File: src/rtl/ram_fifo_ctrl.sv
// Valid/ready FIFO controller around an external 1-cycle-latency simple dual-port RAM.
// A 2-entry output buffer hides the RAM read latency so the head word falls through.
module ram_fifo_ctrl #(
  parameter int DATA_WIDTH = 64,
  parameter int DEPTH      = 512,
  parameter int ADDR_WIDTH = $clog2(DEPTH)
) (
  input  logic                  clk,
  input  logic                  rst_n,
  input  logic                  flush,
  input  logic                  s_valid,
  output logic                  s_ready,
  input  logic [DATA_WIDTH-1:0] s_data,
  output logic                  m_valid,
  input  logic                  m_ready,
  output logic [DATA_WIDTH-1:0] m_data,
  output logic [ADDR_WIDTH+1:0] count,
  output logic                  ram_wea,
  output logic [ADDR_WIDTH-1:0] ram_addra,
  output logic [DATA_WIDTH-1:0] ram_dina,
  output logic                  ram_enb,
  output logic [ADDR_WIDTH-1:0] ram_addrb,
  input  logic [DATA_WIDTH-1:0] ram_doutb
);

  localparam int PW = ADDR_WIDTH + 1;

  logic [PW-1:0]         wptr_q, wptr_d;
  logic [PW-1:0]         rptr_q, rptr_d;
  logic                  inflight_q, inflight_d;
  logic [1:0]            obuf_cnt_q, obuf_cnt_d;
  logic [DATA_WIDTH-1:0] obuf0_q, obuf0_d;
  logic [DATA_WIDTH-1:0] obuf1_q, obuf1_d;
  logic [ADDR_WIDTH+1:0] count_q, count_d;

  logic [PW-1:0] ram_cnt;
  logic [PW-1:0] ram_cnt_d;
  logic          ram_full;
  logic          ram_empty;
  logic [2:0]    occ;
  logic          pop;
  logic          push;

  assign ram_cnt   = wptr_q - rptr_q;
  assign ram_full  = (ram_cnt == PW'(DEPTH));
  assign ram_empty = (ram_cnt == '0);

  assign s_ready   = ~ram_full & ~flush;
  assign ram_wea   = s_valid & s_ready;
  assign ram_dina  = s_data;
  assign ram_addra = wptr_q[ADDR_WIDTH-1:0];

  assign m_valid   = (obuf_cnt_q != 2'd0);
  assign m_data    = obuf0_q;
  assign pop       = m_valid & m_ready;
  assign push      = inflight_q;

  // Words already committed to the buffer (held + arriving); a read is only
  // issued when its result is guaranteed a free slot next cycle.
  assign occ       = {1'b0, obuf_cnt_q} + {2'b00, inflight_q};
  assign ram_enb   = ~ram_empty & ((occ - {2'b00, pop}) < 3'd2) & ~flush;
  assign ram_addrb = rptr_q[ADDR_WIDTH-1:0];

  assign count     = count_q;

  always_comb begin
    wptr_d     = wptr_q + PW'(ram_wea);
    rptr_d     = rptr_q + PW'(ram_enb);
    inflight_d = ram_enb;
    obuf_cnt_d = obuf_cnt_q;
    obuf0_d    = obuf0_q;
    obuf1_d    = obuf1_q;

    // obuf0 is always the head; a pop shifts obuf1 forward.
    case ({push, pop})
      2'b10: begin
        if (obuf_cnt_q == 2'd0) obuf0_d = ram_doutb;
        else                    obuf1_d = ram_doutb;
        obuf_cnt_d = obuf_cnt_q + 2'd1;
      end
      2'b01: begin
        obuf0_d    = obuf1_q;
        obuf_cnt_d = obuf_cnt_q - 2'd1;
      end
      2'b11: begin
        if (obuf_cnt_q == 2'd1) begin
          obuf0_d = ram_doutb;
        end else begin
          obuf0_d = obuf1_q;
          obuf1_d = ram_doutb;
        end
      end
      default: ;
    endcase

    if (flush) begin
      wptr_d     = '0;
      rptr_d     = '0;
      inflight_d = 1'b0;
      obuf_cnt_d = 2'd0;
    end

    ram_cnt_d = wptr_d - rptr_d;
    count_d   = {1'b0, ram_cnt_d}
              + {{(ADDR_WIDTH+1){1'b0}}, inflight_d}
              + {{ADDR_WIDTH{1'b0}}, obuf_cnt_d};
  end

  always_ff @(posedge clk or negedge rst_n) begin
    if (!rst_n) begin
      wptr_q     <= '0;
      rptr_q     <= '0;
      inflight_q <= 1'b0;
      obuf_cnt_q <= 2'd0;
      obuf0_q    <= '0;
      obuf1_q    <= '0;
      count_q    <= '0;
    end else begin
      wptr_q     <= wptr_d;
      rptr_q     <= rptr_d;
      inflight_q <= inflight_d;
      obuf_cnt_q <= obuf_cnt_d;
      obuf0_q    <= obuf0_d;
      obuf1_q    <= obuf1_d;
      count_q    <= count_d;
    end
  end

endmodule
File: config.mk
export PLATFORM = sky130hd
export DESIGN_NAME = ram_fifo_ctrl
export DESIGN_NICKNAME = d
export VERILOG_FILES = /design/src/rtl/ram_fifo_ctrl.sv
export SDC_FILE = /design/constraint.sdc
export NUM_CORES = 1
export LEC_CHECK = 0
export CAP_MARGIN = 40
export CORE_MARGIN = 2
export CORE_UTILIZATION = 46
export DETAILED_ROUTE_END_ITERATION = 16
export PLACE_DENSITY = 0.9
export SETUP_SLACK_MARGIN = 0.4
export SLEW_MARGIN = 20
export SYNTH_ARGS = -nofsm -noshare
export SYNTH_HDL_FRONTEND = slang
export SYNTH_SLANG_ARGS = --single-unit
File: constraint.sdc
create_clock -name clk -period 6.3 [get_ports clk]
set_clock_uncertainty 0.15 [all_clocks]
set_input_delay 1.26 -clock clk [delete_from_list [all_inputs] [get_ports clk]]
set_output_delay 1.26 -clock clk [all_outputs]
set_load 0.02 [all_outputs]
==> insert_results.sql <==
INSERT INTO impl_metrics (metric_group, metric, value, unit) VALUES
('outcome', 'status', 'finished, final reports clean', ''),
('layout', 'nFillCells', '1409', ''),
('placement', 'place_congestion', '0.876', ''),
('layout', 'area_growth_syn_to_layout', '24.8', '%'),
('synthesis', 'synth.distinct_cells', '50', ''),
('layout', 'n_antenna_cell', '0', ''),
('synthesis', 'synth.cell_area', '8310', 'µm²'),
('floorplanning', 'die-height', '138', 'µm'),
('floorplanning', 'effective_utilization_at_floorplan', '46.6', '%'),
('sta', 'unrepaired_setup_endpoints_after_global_routing', 'yes', ''),
('sta', 'timing.final.ws_setup', '664', 'ps'),
('cts', 'cts_inserted_buffers', '17', ''),
('setup_path', 'crit-reg2reg-launch', 'rptr_q[1]', ''),
('cts', 'cts.path.max_buffers', '2', ''),
('synthesis', 'netlist_instances', '774', ''),
('setup_path', 'path_cells', 'clkdlybuf4s50_1 > nand2_1 > inv_1 > ha_1 > nor2_2 > fa_1 > nor2_2 > o21ai_1 > a221oi_2 > ha_2 > ha_2 > nand3_1 > xnor2_1 > or2_2 > ha_1 > a21oi_1 > nand2b_1 > and3b_1 > xor2_1 > nor4_2 > nand3_1 > xor2_1', ''),
('setup_path', 'worstPathMaxFanout', '5', ''),
('setup_path', 'worst_setup_path_startpoint', 'm_ready', ''),
('placement', 'place_worst_setup_slack', '58.3', 'ps'),
('sta', 'period_minus_slack', '5640', 'ps'),
('layout', 'drive_gt1_share', '16.6', '%'),
('job', 'timing.max_cap.violations', '0', ''),
('setup_path', 'reg2regPathDepth', '20', ''),
('synthesis', 'ys_seq_area_share', '48.8', '%'),
('cts', 'clkSinkCount', '162', ''),
('setup_path', 'crit-reg2reg-capture', 'count[10]', ''),
('layout', 'postLayoutCellArea', '10400', 'µm²'),
('floorplanning', 'die_w', '138', 'µm'),
('cts', 'cts_tree', 'yes', ''),
('setup_path', 'worstSetupEndpointType', 'register', ''),
('synthesis', 'synth-seq-cells', '162', ''),
('grt', 'grt.total_usage', '20.3', '%'),
('grt', 'grt_start_max_net_pins', '83', ''),
('power_and_ir_drop', 'p_per_area', '512', 'nW/µm²'),
('synthesis', 'synth_edf_count', '0', ''),
('placement', 'place.detailed.instances', '1063', ''),
('sta', 'worst_pin_slew', '785', 'ps'),
('sta', 'timing.final.max_slew_violations', '0', ''),
('synthesis', 'synth.net_count', '940', ''),
('layout', 'mostFrequentLayoutCell', 'sky130_fd_sc_hd__clkdlybuf4s50_1', ''),
('grt', 'grt_remaining_overflow', '0', ''),
('cts', 'ctsHtreeMaxLevel', '4', ''),
('route', 'drt-pass1-iter-count', '5', ''),
('synthesis', 'synthDominantCellAreaShare', '48.8', '%'),
('sta', 'clock.fmax', '177', 'MHz'),
('sta', 'fin_setup_tns', '0', 'ps'),
('layout', 'finalNetCount', '1020', ''),
('setup_path', 'worst_path_largest_cell_delay', '460', 'ps'),
('power_and_ir_drop', 'power_leakage', '4.49', 'nW'),
('route', 'drc_errors', '0', ''),
('synthesis', 'netlist.top_cell.by_area', 'sky130_fd_sc_hd__dfrtp_1', ''),
('route', 'postRouteAntennaNets', '0', ''),
('layout', 'area.sequential', '4050', 'µm²'),
('grt', 'grt_pass1_wl', '31400', 'µm'),
('layout', 'final_cell_count_no_fill', '1096', ''),
('sta', 'finalHoldViolations', '0', ''),
('route', 'via_per_inst', '5.45', ''),
('power_and_ir_drop', 'worst_ir_drop_vdd', '275', 'µV'),
('cts', 'postCtsSetupBuffers', '0', ''),
('layout', 'area_of_the_multi_input_gates', '3460', 'µm²'),
('cts', 'clkLatencyLatePin', '430', 'ps'),
('route', 'routed_wirelength', '19100', 'µm'),
('synthesis', 'netlist_top_cells_area', 'sky130_fd_sc_hd__dfrtp_1 (49%), sky130_fd_sc_hd__mux2_2 (8.8%), sky130_fd_sc_hd__buf_4 (7.4%), sky130_fd_sc_hd__a22oi_1 (5.8%), sky130_fd_sc_hd__ha_1 (4.4%)', ''),
('cts', 'clk_root_buffer_cell', 'sky130_fd_sc_hd__clkbuf_16', ''),
('setup_path', 'critical_path.top_delay_family', 'simple AND/OR/NAND/NOR gates', ''),
('grt', 'grt_pass1_vias', '6079', ''),
('setup_path', 'worst_setup_path_endpoint', 'count[9]', ''),
('sta', 'final.period_utilization', '89.5', '%'),
('sta', 'timing.max_slew.rel_slack', '47.5', '%'),
('sta', 'setup_viol', '0', ''),
('layout', 'highest_count_cells_in_the_layout_ignoring_fill_and_taps', 'sky130_fd_sc_hd__clkdlybuf4s50_1 (164), sky130_fd_sc_hd__dfrtp_1 (162), sky130_fd_sc_hd__nand2_1 (80)', '');
-- worst min-delay path by stage --
stage	from	to	slack [ps]
after floorplan	obuf1_q[0]	obuf1_q[0]	330
after global placement	m_data[43]	m_data[43]	310
after detailed placement	m_data[6]	m_data[6]	320
after CTS	m_data[32]	m_data[32]	340
after global routing	m_data[29]	m_data[29]	360
final	m_data[8]	m_data[8]	330
-- power breakdown --
group	total, mW	internal, mW	switching, mW
clock	1.02	0.531	0.490
sequential	1.74	1.51	0.237
combinational	2.54	1.20	1.34
-- layout make-up --
| type | instances | share of cell area [%] |
|---|---|---|
| Sequential cell | 162 | 39.1 |
| Multi-Input combinational cell | 462 | 33.3 |
| Tap cell | 229 | 2.76 |
| Clock buffer | 17 | 4.10 |
| Inverter | 33 | 1.19 |
| Clock inverter | 15 | 1.60 |
| Timing Repair Buffer | 178 | 17.9 |
-- worst min-delay path: stages (launching register included) --
cell	delay, ps
sky130_fd_sc_hd__dfrtp_1	340
sky130_fd_sc_hd__nand2_1	40
sky130_fd_sc_hd__o21ai_0	60
-- logic make-up after synthesis --
group / Yosys count / share of synthesized area [%]
multiplexers: 66 / 8.93
AO/OA/AOI/OAI: 169 / 13.1
AND/OR/NAND/NOR: 153 / 9.00
XOR/XNOR: 41 / 4.32
flip-flops: 162 / 48.8
adder cells (fa/ha/maj): 33 / 5.33
buffers and inverters: 150 / 10.6
-- synthesized netlist by cell type, types with 2 or more instances --
master / n
sky130_fd_sc_hd__fa_1: 4
sky130_fd_sc_hd__nor3_1: 5
sky130_fd_sc_hd__a21oi_1: 11
sky130_fd_sc_hd__xor2_1: 19
sky130_fd_sc_hd__nor4_2: 4
sky130_fd_sc_hd__buf_4: 82
sky130_fd_sc_hd__nor2_1: 19
sky130_fd_sc_hd__and3_1: 3
sky130_fd_sc_hd__nor3b_1: 2
sky130_fd_sc_hd__nand4_1: 3
sky130_fd_sc_hd__mux2_2: 65
sky130_fd_sc_hd__nor2b_1: 5
sky130_fd_sc_hd__a221oi_1: 2
sky130_fd_sc_hd__o21ai_0: 69
sky130_fd_sc_hd__nand2b_1: 5
sky130_fd_sc_hd__a22oi_1: 64
sky130_fd_sc_hd__nand2_1: 80
sky130_fd_sc_hd__o2111ai_1: 3
sky130_fd_sc_hd__a21o_1: 7
sky130_fd_sc_hd__buf_2: 7
sky130_fd_sc_hd__dfrtp_1: 162
sky130_fd_sc_hd__clkbuf_1: 27
sky130_fd_sc_hd__inv_1: 33
sky130_fd_sc_hd__a31oi_1: 3
sky130_fd_sc_hd__ha_1: 29
sky130_fd_sc_hd__nand3_1: 9
sky130_fd_sc_hd__or2_2: 8
sky130_fd_sc_hd__xnor2_1: 22
-- per-layer routing --
metal	vias up	global-route usage [%]	share of wire, %
met1	2933	25.6	42
met2	214	33.1	48
met5	-	0	0
met3	54	5.06	6.4
met4	0	9.51	3.4
li1	2768	-	-
-- sequential cells by signal (all words and copies together), names as in the netlist --
| name | flops |
|---|---|
| count | 11 |
| obuf_cnt_q | 2 |
| rptr_q | 10 |
| inflight_q | 1 |
| m_data | 64 |
| obuf1_q | 64 |
| wptr_q | 10 |
-- what timing repair did --
item                       CTS  global route
setup endpoints to repair    1             3
hold buffers                 0             0
pin swaps                    0             7
resized for setup            2             9
(Power assumes the default switching activity.)
==> patch (same flow settings) <==
Remove the register `count_q`: a continuous assignment takes its place, so the output `count` follows one clock earlier.
--- a/src/rtl/ram_fifo_ctrl.sv
+++ b/src/rtl/ram_fifo_ctrl.sv
@@ -114,7 +114,6 @@
       obuf_cnt_q <= 2'd0;
       obuf0_q    <= '0;
       obuf1_q    <= '0;
-      count_q    <= '0;
     end else begin
       wptr_q     <= wptr_d;
       rptr_q     <= rptr_d;
@@ -122,8 +121,9 @@
       obuf_cnt_q <= obuf_cnt_d;
       obuf0_q    <= obuf0_d;
       obuf1_q    <= obuf1_d;
-      count_q    <= count_d;
     end
   end
 
+  assign count_q = count_d;
+
 endmodule
Behaviour: not the same (a bounded check fails within 4 cycles, from zero or initial values and one cycle with rst_n low).
==> patch against the unedited design <==
The run now ends with setup timing left. Worst hold slack about the same. Final area increased by 15%. Setup slack got worse by 1.4 ns. Utilization increased by 11 points. Critical path type is now register to register. Sequential power decreased by 6%. Sequential cell count decreased by 11. Die area decreased by 3.2%. Global-route usage increased by 6.1 points. Clock power increased by 7%. Highest routed layer unchanged. Total power increased by 14%. Synthesized area decreased by 3.3%. Routed wire length increased by 30%.
==> patch: results (changes against the unedited design) <==
Timing
  – Worst-Margin Slew: 0.6866 ns (-0.09886 ns)
  – Post-route setup slack: -0.7342 ns (-1.399 ns)
  – Setup Viol. Count Final: 10 (+10)
  – Slew HR: 54.23% (+6.7 points)
  – Min Hold Slack: 0.3273 ns (-0.0001560 ns)
  – Setup TNS: -4.578 ns (-4.578 ns)

Critical path
  – CP max stage delay: 0.42 ns (-0.04 ns)
  – Crit path DAT: 7.25 ns (+1.46 ns)
  – RR Endpoint: rptr_q[2]
  – CP top delay family: buffers and inverters
  – Crit Path Max Fanout: 3 (-2)

Detailed routing
  – Via Count: 6749 (+13%)
  – Initial DRC count: 417 (+81%)
  – DR WL met2: 12850 um (+41%)
  – Via density: 5.523 (+1.4%)
  – WL per Instance: 20.29 um (+16%)
  – WL met1: 8913 um (+9.9%)

Finish
  – Nets: 1150 (+13%)
  – Filler instances: 1188 (-16%)
  – Sequential cells: 151 (-6.8%)
  – Sequential cell area share: 31.69% (-7.4 points)
  – Multi-input combinational area share: 34.55% (+1.2 points)
  – Clk tree area frac: 5.299% (-0.41 points)
  – Non-clk buf share: 24.99% (+7.1 points)

Placement
  – Detailed-placement wirelength estimate: 14830 um (+11%)
  – Placed inst area: 10360 sq um (+6.7%)
  – Port buffer count: 165 (unchanged)
  – Routability congestion estimate: 0.8807 (+0.56%)
  – Pre-CTS WS: -1.430 ns (-1.488 ns)

Power
  – VDD IR max: 0.0004297 V (+56%)
  – Pwr Total: 6078 uW (+14%)
  – Power Clock: 1090 uW (+7%)
  – P_seq: 1630 uW (-6%)
  – Pwr Density: 509.7 nW/um^2 (-0.43%)
  – Switching pwr: 2373 uW (+15%)
  – Leakage Power: 0.005311 uW (+18%)

Clock network
  – CTS buffer count: 17 (unchanged)

Synthesis
  – Post-synthesis sequential area ratio: 47.02% (-1.8 points)
  – Top cells by count, synth: dfrtp_1 (151), buf_4 (82), nand2_1 (80)
  – Post-synthesis cell type count: 49 (-2.0%)

Global route
  – GRT Total Usage: 26.41% (+6.1 points)
  – Grt met2 use: 45.76% (+13 points)
  – First-pass GRT wire length: 37510 um (+19%)
  – Met1 Track Usage GR: 29.38% (+3.7 points)
  – Vias in the first global route: 7062 (+16%)
  – Largest net degree at the start of global routing: 99 (+19%)

Status
  – Failing checks: setup timing
  – Status: complete, but fails checks

Worst hold path
  – Hold path start: m_data[44]
[patch: worst max-delay path by stage]
stage,start,to,slack (ns),cells after the start
5_1_grt,rptr_q[1],count[9],-0.82,26
3_5_place_dp,m_ready,count[10],-1.43,25
3_3_place_gp,m_ready,count[10],-1.33,25
4_1_cts,rptr_q[1],count[10],-0.49,27
2_1_floorplan,m_ready,count[9],-0.31,22
6_report,rptr_q[1],rptr_q[2],-0.73,46
[patch: cell families (layout without fill, tap and decap cells)]
family                   Yosys count  after routing  synth area share, %
flip-flops                       151            151                47.02
buffers and inverters            150            384                10.94
AND/OR/NAND/NOR                  153            153                9.310
adder cells (fa/ha/maj)           33             33                5.512
AO/OA/AOI/OAI                    169            169                13.51
XOR/XNOR                          41             41                4.468
multiplexers                      66             66                9.232
[patch: repair_timing]
item	4_1_cts	5_1_grt
gates resized for setup	120	23
endpoints found under the hold margin	0	0
endpoints found under the setup margin	11	12
setup buffers	52	7
pin swaps	58	25
